File: config.mk
export PLATFORM = sky130hd
export DESIGN_NAME = ddr_port_scheduler
export DESIGN_NICKNAME = d
export VERILOG_FILES = /design/src/rtl/ddr_port_scheduler.sv
export SDC_FILE = /design/constraint.sdc
export NUM_CORES = 1
export LEC_CHECK = 0
export CAP_MARGIN = 20
export CORE_MARGIN = 4
export CORE_UTILIZATION = 44
export CTS_CLUSTER_SIZE = 12
export DETAILED_ROUTE_END_ITERATION = 8
export MAX_ROUTING_LAYER = met4
export PLACE_DENSITY = 0.86
export SLEW_MARGIN = 10
export SYNTH_ARGS = -nofsm -noshare
export SYNTH_HDL_FRONTEND = slang
export SYNTH_SLANG_ARGS = --single-unit
File: constraint.sdc
create_clock -name local_clk_i -period 8.8 [get_ports local_clk_i]
set_clock_uncertainty 0.1 [all_clocks]
set_input_delay 1.76 -clock local_clk_i [delete_from_list [all_inputs] [get_ports local_clk_i]]
set_output_delay 1.76 -clock local_clk_i [all_outputs]
set_load 0.005 [all_outputs]
File: src/rtl/ddr_port_scheduler.sv
// ddr_port_scheduler: round-robin arbiter that shares one DDR controller
// wrapper command interface (acc/we/adr/buf_width/ack/idle) between PORTS
// buffered requesters. It grants one port, forwards that port's latched command,
// counts data-beat acks to the end of the burst, then waits for the wrapper to
// go idle before it arbitrates again.
module ddr_port_scheduler #(
  parameter int PORTS     = 3,
  parameter int PORT_BITS = 2
) (
  input  logic                   local_clk_i,
  input  logic                   local_reset_n_i,
  input  logic [PORTS-1:0]       req_i,
  input  logic [PORTS-1:0]       we_i,
  input  logic [PORTS*32-1:0]    adr_i,
  input  logic [PORTS*4-1:0]     buf_width_i,
  output logic [PORTS-1:0]       gnt_o,
  output logic [PORTS-1:0]       done_o,
  output logic                   acc_o,
  output logic                   we_o,
  output logic [31:0]            adr_o,
  output logic [3:0]             buf_width_o,
  input  logic                   ack_i,
  input  logic                   idle_i,
  output logic                   busy_o,
  output logic [PORT_BITS-1:0]   cur_port_o
);

  typedef enum logic [1:0] {
    ST_IDLE  = 2'd0,
    ST_XFER  = 2'd1,
    ST_DRAIN = 2'd2
  } state_t;

  state_t               state_r;
  state_t               state_next_s;

  logic [PORTS-1:0]     gnt_r;
  logic [PORTS-1:0]     done_r;
  logic                 acc_r;
  logic                 we_r;
  logic [31:0]          adr_r;
  logic [3:0]           bw_r;
  logic [PORT_BITS-1:0] cur_port_r;
  logic [PORT_BITS-1:0] last_grant_r;
  logic [8:0]           cnt_r;

  logic [31:0]          adr_arr_s [PORTS];
  logic [3:0]           bw_arr_s  [PORTS];
  logic [2*PORTS-1:0]   req_dbl_s;
  logic [2*PORTS-1:0]   req_rot_s;
  logic [PORT_BITS:0]   start_s;
  logic                 win_found_s;
  logic [PORT_BITS-1:0] win_idx_s;
  logic [PORTS-1:0]     win_onehot_s;
  logic [3:0]           bw_sel_s;
  logic [3:0]           bw_clamp_s;
  logic [8:0]           last_beat_s;
  logic                 grant_go_s;
  logic                 burst_end_s;
  logic                 drain_end_s;

  // Unpack the flat per-port command buses so the winner can index them directly.
  always_comb begin
    for (int k = 0; k < PORTS; k++) begin
      adr_arr_s[k] = adr_i[k*32 +: 32];
      bw_arr_s[k]  = buf_width_i[k*4 +: 4];
    end
  end

  // Round-robin search: rotate the request vector so that bit 0 is the port after
  // the last grant, then take the first set bit and map it back to a port index.
  always_comb begin
    req_dbl_s   = {req_i, req_i};
    start_s     = {1'b0, last_grant_r} + {{PORT_BITS{1'b0}}, 1'b1};
    req_rot_s   = req_dbl_s >> start_s;
    win_found_s = 1'b0;
    win_idx_s   = '0;
    for (int i = 0; i < PORTS; i++) begin
      if (!win_found_s && req_rot_s[i]) begin
        win_found_s = 1'b1;
        win_idx_s   = PORT_BITS'((int'(start_s) + i) % PORTS);
      end else begin
        win_found_s = win_found_s;
      end
    end
    for (int k = 0; k < PORTS; k++) begin
      win_onehot_s[k] = (win_idx_s == PORT_BITS'(k));
    end
  end

  // Burst sizing: clamp the winner's width to 256 words, and compute the index of
  // the final beat of the granted burst.
  always_comb begin
    bw_sel_s    = bw_arr_s[win_idx_s];
    bw_clamp_s  = (bw_sel_s > 4'd8) ? 4'd8 : bw_sel_s;
    last_beat_s = (9'd1 << bw_r) - 9'd1;
    grant_go_s  = (state_r == ST_IDLE) && win_found_s && idle_i;
    burst_end_s = (state_r == ST_XFER) && ack_i && (cnt_r == last_beat_s);
    drain_end_s = (state_r == ST_DRAIN) && idle_i;
  end

  // FSM state register.
  always_ff @(posedge local_clk_i or negedge local_reset_n_i) begin
    if (!local_reset_n_i) begin
      state_r <= ST_IDLE;
    end else begin
      state_r <= state_next_s;
    end
  end

  // FSM next-state logic.
  always_comb begin
    state_next_s = state_r;
    case (state_r)
      ST_IDLE:  state_next_s = grant_go_s  ? ST_XFER  : ST_IDLE;
      ST_XFER:  state_next_s = burst_end_s ? ST_DRAIN : ST_XFER;
      ST_DRAIN: state_next_s = drain_end_s ? ST_IDLE  : ST_DRAIN;
      default:  state_next_s = ST_IDLE;
    endcase
  end

  // Registered outputs and burst bookkeeping: latch the command on grant, count
  // acks only while transferring, pulse done and rotate priority on release.
  always_ff @(posedge local_clk_i or negedge local_reset_n_i) begin
    if (!local_reset_n_i) begin
      gnt_r        <= '0;
      done_r       <= '0;
      acc_r        <= 1'b0;
      we_r         <= 1'b0;
      adr_r        <= 32'h0000_0000;
      bw_r         <= 4'd0;
      cur_port_r   <= '0;
      last_grant_r <= PORT_BITS'(PORTS - 1);
      cnt_r        <= 9'd0;
    end else begin
      done_r <= '0;
      if (grant_go_s) begin
        gnt_r      <= win_onehot_s;
        cur_port_r <= win_idx_s;
        we_r       <= we_i[win_idx_s];
        adr_r      <= adr_arr_s[win_idx_s];
        bw_r       <= bw_clamp_s;
        acc_r      <= 1'b1;
        cnt_r      <= 9'd0;
      end else if ((state_r == ST_XFER) && ack_i) begin
        cnt_r <= cnt_r + 9'd1;
        if (burst_end_s) begin
          acc_r <= 1'b0;
        end
      end else if (drain_end_s) begin
        done_r       <= gnt_r;
        gnt_r        <= '0;
        last_grant_r <= cur_port_r;
      end
    end
  end

  // Output drive: everything comes straight from registers.
  always_comb begin
    gnt_o       = gnt_r;
    done_o      = done_r;
    acc_o       = acc_r;
    we_o        = we_r;
    adr_o       = adr_r;
    buf_width_o = bw_r;
    cur_port_o  = cur_port_r;
    busy_o      = (state_r != ST_IDLE);
  end

endmodule

* Yosys cells after proc, flatten, opt, wreduce, memory -nomap -nowiden
Cells that the tools add are included.
** Word-level totals
- Word-level logic and storage cells :: 80
- Bits of input ports :: 118
- Latch bits :: 0
- Memories :: 0
- Memory bits (read-only) :: 0
- RAM bits :: 0
- Bits in registers :: 59
- Output and inout bits :: 47
** Cells by class
- Shift-type cells :: 2
- Equality and inequality tests :: 6
- Reduce and logical (&&, ||, !) cells :: 18
- Bitwise logic cells :: 3
- Muxes and demuxes :: 30
- Magnitude comparators :: 3
- Multiply operators :: 0
- Add/sub/neg operators :: 5
- Divide/modulo/power cells :: 3
** Operators by type and width (number)
- $bmux W32 S2 :: 1
- $mod A32 B3 Y32 const B :: 2
- $mux W32 :: 2
- $mod A4 B3 Y32 const B :: 1
- $mux W3 :: 6
- $mux W9 :: 2
- $mux W4 :: 3
- $mux W2 :: 5
- $add A9 B1 Y9 const B :: 1
- $eq A9 B9 Y1 :: 1
- $shl A1 B4 Y9 const A :: 1
- $sub A9 B1 Y9 const B :: 1
- $bmux W4 S2 :: 1
- $mux W1 :: 8
- $reduce_bool A2 Y1 :: 4
- $logic_and A1 B1 Y1 :: 7
- $pmux W2 S3 :: 1
- $shr A6 B3 Y3 :: 1
- $add A3 B1 Y4 const B :: 1
- $add A3 B2 Y4 const B :: 1
- $eq A2 B1 Y1 const B :: 2
- $eq A2 B2 Y1 const B :: 2
- $gt A4 B4 Y1 const B :: 1
- $logic_not A2 Y1 :: 2
- other kinds (10) :: 13

* Longest topological paths before layout
- Word-level depth :: 15
- Mapped depth :: 11
- Mapped depth without buffers :: 9

* Least setup slack after synthesis
OpenSTA, ideal clock, no wires.
- Kind :: in2reg
- From :: input req_i[0]
- To :: register bw_r[3], in the netlist buf_width_o[3]
- Arrival time :: 3585 ps
- Slack :: 4996 ps
- Setup time :: 119 ps
- Data required time :: 8581 ps
- Path buffers :: 0
- Stages :: 7
- Cells stage by stage :: and3b_1 > a21oi_1 > o31ai_1 > a221o_1 > mux2_4 > a221o_2 > o21a_1
** On the way
- Longest elaborated chain between the ends :: 14
- Elaborated cells between the ends (all ways) :: 19
- Those cells by class :: 1 x order compare; 1 x shift; 10 x mux; 1 x bitwise; 6 x reduce/logical
** RTL lines
- from (decl) :: RTL line 12 : input logic [PORTS-1:0] req_i,
- $shr A6 B3 Y3 (*) :: RTL line 75 : req_rot_s = req_dbl_s >> start_s;
- $mux W1 :: RTL line 79 : if (!win_found_s && req_rot_s[i]) begin
- $logic_not A1 Y1 :: RTL line 79
- $logic_and A1 B1 Y1 :: RTL line 79
- $mux W1 :: RTL line 79
- $logic_not A1 Y1 :: RTL line 79
- $logic_and A1 B1 Y1 :: RTL line 79
- $mux W2 :: RTL line 79
- $not A2 Y3 (implied by the code) :: RTL line 94 : bw_sel_s = bw_arr_s[win_idx_s];
- $bmux W4 S2 :: RTL line 94
- $mux W4 (implied by the code) (2 in series) :: RTL line 94
- $gt A4 B4 Y1 :: RTL line 95 : bw_clamp_s = (bw_sel_s > 4'd8) ? 4'd8 : bw_sel_s;
- $mux W4 :: RTL line 95
- to (signal assigned) :: RTL line 142 : bw_r <= bw_clamp_s;
- to (decl) :: RTL line 42 : logic [3:0] bw_r;
Mark *: on every way between the ends. The rest lies on a longest branch, timed or not. The select of a mux whose other input is x is not followed.
A chain may end at the register's enable or synchronous reset.

* Worst setup path in the final report
- From :: input req_i[2]
- To :: register we_r, in the netlist we_o
** On the way
- Longest elaborated chain between the ends :: 10
- Elaborated cells between the ends (all ways) :: 15
- Those cells by class :: 1 x shift; 8 x mux; 6 x reduce/logical
** RTL lines
- $shr A6 B3 Y3 (*) :: RTL line 75
- $mux W1 :: RTL line 79
- $logic_not A1 Y1 :: RTL line 79
- $logic_and A1 B1 Y1 :: RTL line 79
- $mux W1 :: RTL line 79
- $logic_not A1 Y1 :: RTL line 79
- $logic_and A1 B1 Y1 :: RTL line 79
- $mux W2 / $mux W1 (equally long branches) :: RTL line 79
- $bmux W1 S2 / $logic_and A1 B1 Y1 (equally long branches) :: RTL line 140, 97
- $mux W1 (implied by the code) / $logic_and A1 B1 Y1 (equally long branches) :: RTL line 140, 97
- to (signal assigned) :: RTL line 140 : we_r <= we_i[win_idx_s];
- to (decl) :: RTL line 40 : logic we_r;
Marks and branches as above.

==> results_dict.tcl <==
set metrics [dict create \
    cp_slowest_cell "o211ai_4" \
    synth_area_mm2 0.00330 \
    cts_made_buffers 9 \
    internal_power_w 0.000869 \
    viasPerCell 5.61 \
    met1Wirelength_mm 4.23 \
    worstPathCellList "clkdlybuf4s50_1 -> and3b_1 -> a21oi_1 -> o31ai_1 -> nand2_1 -> o211ai_4 -> a221oi_1 -> a21oi_1" \
    antenna_found_initial 0 \
    p_comb_share_pct 47.2 \
    synth.distinct_cells 56 \
    netlist.area_leader.share_pct 43.9 \
    highest-signal-layer "met4" \
    grt_max_degree 48 \
    wl_mm 10.7 \
    rsz0062_at_grt "no" \
    hold_violations 0 \
    syn_inst 374 \
    yosys.cell_count.top_type "dfrtp_1" \
    core_mm2 0.00729 \
    slew_headroom_pct 28.3 \
    wl_met2_mm 5.36 \
    p_sw_w 0.000464 \
    synthFlopType "dfrtp_1" \
    crit_buf_inv 1 \
    ys_top_cells_by_area "dfrtp_1 (44%), a221oi_1 (8.8%), nand2_1 (6.5%)" \
    wl_met3_um 906 \
    power.density_mw_per_mm2 258 \
    period_share_pct 51.0 \
    syn2layout_area_growth_pct 56.6 \
    drt-wirelength-per-cell_um 16.9 \
    async_flop_share_pct 100 \
    drive_above_1_share_pct 6.42 \
    worst_slew_pin_slew_ns 1.07 \
    synth_top_area_cell "dfrtp_1" \
    fin_tns_setup_ns 0 \
    dp.cells 613 \
    critical-path-max-stage-delay_ns 0.87 \
    port-buffer-count 164 \
    post_cts_buffers 0 \
    core.rowCount 31 \
    maxSlewViolCount 0 \
    finalWorstSetupSlack_ns 4.31 \
    dp_hpwl_mm 7.82 \
    synth_seq_cells 59 \
    status "complete, no violations" \
    num_vias 3529 \
    finalNonFillerCells 629 \
    dieArea_mm2 0.00896 \
    tritoncts "yes" \
    grt_pass1_wl_mm 17.1 \
    placed_area_mm2 0.00500 \
    worstPathRequired_ns 8.95 \
    n_antenna_cell 0 \
    ir_worst_vdd_uv 156 \
    drt_first_pass_iters 4 \
    final_nets 647 \
    critPathCaptureType "register" \
    grt_overflow 0 \
    fmax_ghz 0.223 \
    grt_usage_pct 24.9 \
    routabilityCongestion 0.799 \
    synth_common_cells "dfrtp_1 (58), nand2_1 (57), nor2_1 (48)" \
    cp_common_cell "a21oi_1" \
    yosys_warnings 0 \
    worstSetupPathType "input pin to register" \
    switching_share_pct 34.8 \
    pre_cts_ws_ns 3.99 \
    hold_path.class "register to register" \
    min_period_ns 4.49 \
    setup_viol 0 \
    p_clk_share_pct 16.4 \
    htree_num_levels 3 \
    power.leakage_nw 2.10 \
    ant_nets 0 \
    drc_errors 0 \
    syn_area_per_cell_um2 8.83 \
    max_cap_violations 0 \
    clk_pin_slew_worst_paths_ns 0.06 \
    startpoint_type "input pin" \
    io_pins 165 \
    cts-root-buf "clkbuf_8" \
    die_w_um 94.6 \
    initial_core_util_pct 45.3 \
    holdBufCountCts 0 \
    arrival_ns 4.64 \
    worstSkewPairLatency_ns 0.33 \
    seq_area_frac_synth_pct 44.7 \
    cp_max_fo 37 \
    seqPwrFrac_pct 36.4 \
    cts_sinks 59 \
    synth_nets 496 \
    synth_edf_count 0 \
    crit_family "compound AO/OA/AOI/OAI gates" \
    drt_iter0_drc 194 \
    cts.repair.resized 0 \
    first_global_vias 3624 \
    die_height_um 94.6 \
    cts.path.max_buffers 2 \
    final_area_mm2 0.00517 \
]
[stage by stage]
stage / hold slack, ns / power (W) / utilization (%)
floorplan: 0.373 / 0.000776 / -
finish: 0.404 / 0.00133 / 70.9
global route: 0.433 / 0.00143 / 70.9
CTS: 0.412 / 0.00135 / 70.9
global placement: 0.391 / 0.00109 / 68.5
detailed placement: 0.398 / 0.00112 / 68.5
[sequential cells by signal (all words and copies together), names as in the netlist]
register      cells
acc_o             1
adr_o            32
buf_width_o       4
cnt_r             9
cur_port_o        2
done_o            3
gnt_o             3
last_grant_r      2
state_r           2
we_o              1
[metal layers]
metal  GRT usage [%]  vias up
met4            6.01        0
met3            6.77       19
li1                -     1644
met2            41.6      156
met5               -        -
met1            29.8     1710
[layout make-up]
type                       instances  area [um^2]
timing repair buffer             169         1670
clock inverter                     2         10.0
inverter                          10         37.5
sequential                        59         1480
tap                               99          124
fill                             574         2120
clock buffer                      14          163
multi-input combinational        276         1690
[power by group through the flow]
stage | clock [W] | sequential, W | combinational, W
3_5_place_dp | 0 | 0.000488 | 0.000632
5_1_grt | 0.000239 | 0.000504 | 0.000692
2_1_floorplan | 0 | 0.000467 | 0.000310
4_1_cts | 0.000224 | 0.000484 | 0.000637
3_3_place_gp | 0 | 0.000480 | 0.000614
6_report | 0.000219 | 0.000485 | 0.000629
[tightest hold or removal path: stages, from the launching register on]
cell and delay (ns):
dfrtp_1 0.36, nand2_1 0.05, o21ai_0 0.06
[logic make-up (layout without fill, tap and decap cells)]
| group | after synthesis | in the layout | synth area share (%) |
|---|---|---|---|
| simple gates | 143 | 143 | 19.5 |
| flops | 59 | 59 | 44.7 |
| buf+inv | 39 | 195 | 5.00 |
| xor+xnor | 15 | 15 | 3.98 |
| fa+ha+maj | 4 | 4 | 1.52 |
| compound gates | 106 | 106 | 22.6 |
| mux | 8 | 8 | 2.69 |
[path summary, 6_finish.rpt]
path | cells after the start | start | slack [ns] | to
worst max-delay path | 8 | req_i[2] | 4.31 | we_o
min in group asynchronous | 1 | local_reset_n_i | 1.32 | adr_o[16]
worst min register to register | 2 | cur_port_o[0] | 0.40 | cur_port_o[0]
max in group asynchronous | 2 | local_reset_n_i | 6.40 | last_grant_r[1]
worst min-delay path | 2 | cur_port_o[0] | 0.40 | cur_port_o[0]
worst max register to register | 8 | buf_width_o[3] | 5.63 | state_r[0]
[layout by cell type (no fill, tap or decap), types with 3 or more instances in the layout]
cell type,instances
clkdlybuf4s50_1,163
dfrtp_1,58
nand2_1,57
nor2_1,48
a21oi_1,39
a221oi_1,33
clkbuf_8,11
o21ai_0,10
inv_1,10
xor2_1,8
xnor2_1,7
nand3_1,6
buf_4,5
or3_1,4
mux2i_1,4
ha_1,4
nand2b_1,3
nor3_1,3
nor4_1,3
mux2_2,3
nand3b_1,3
a2bb2oi_1,3
clkbuf_1,3
(Power assumes the default switching activity.)
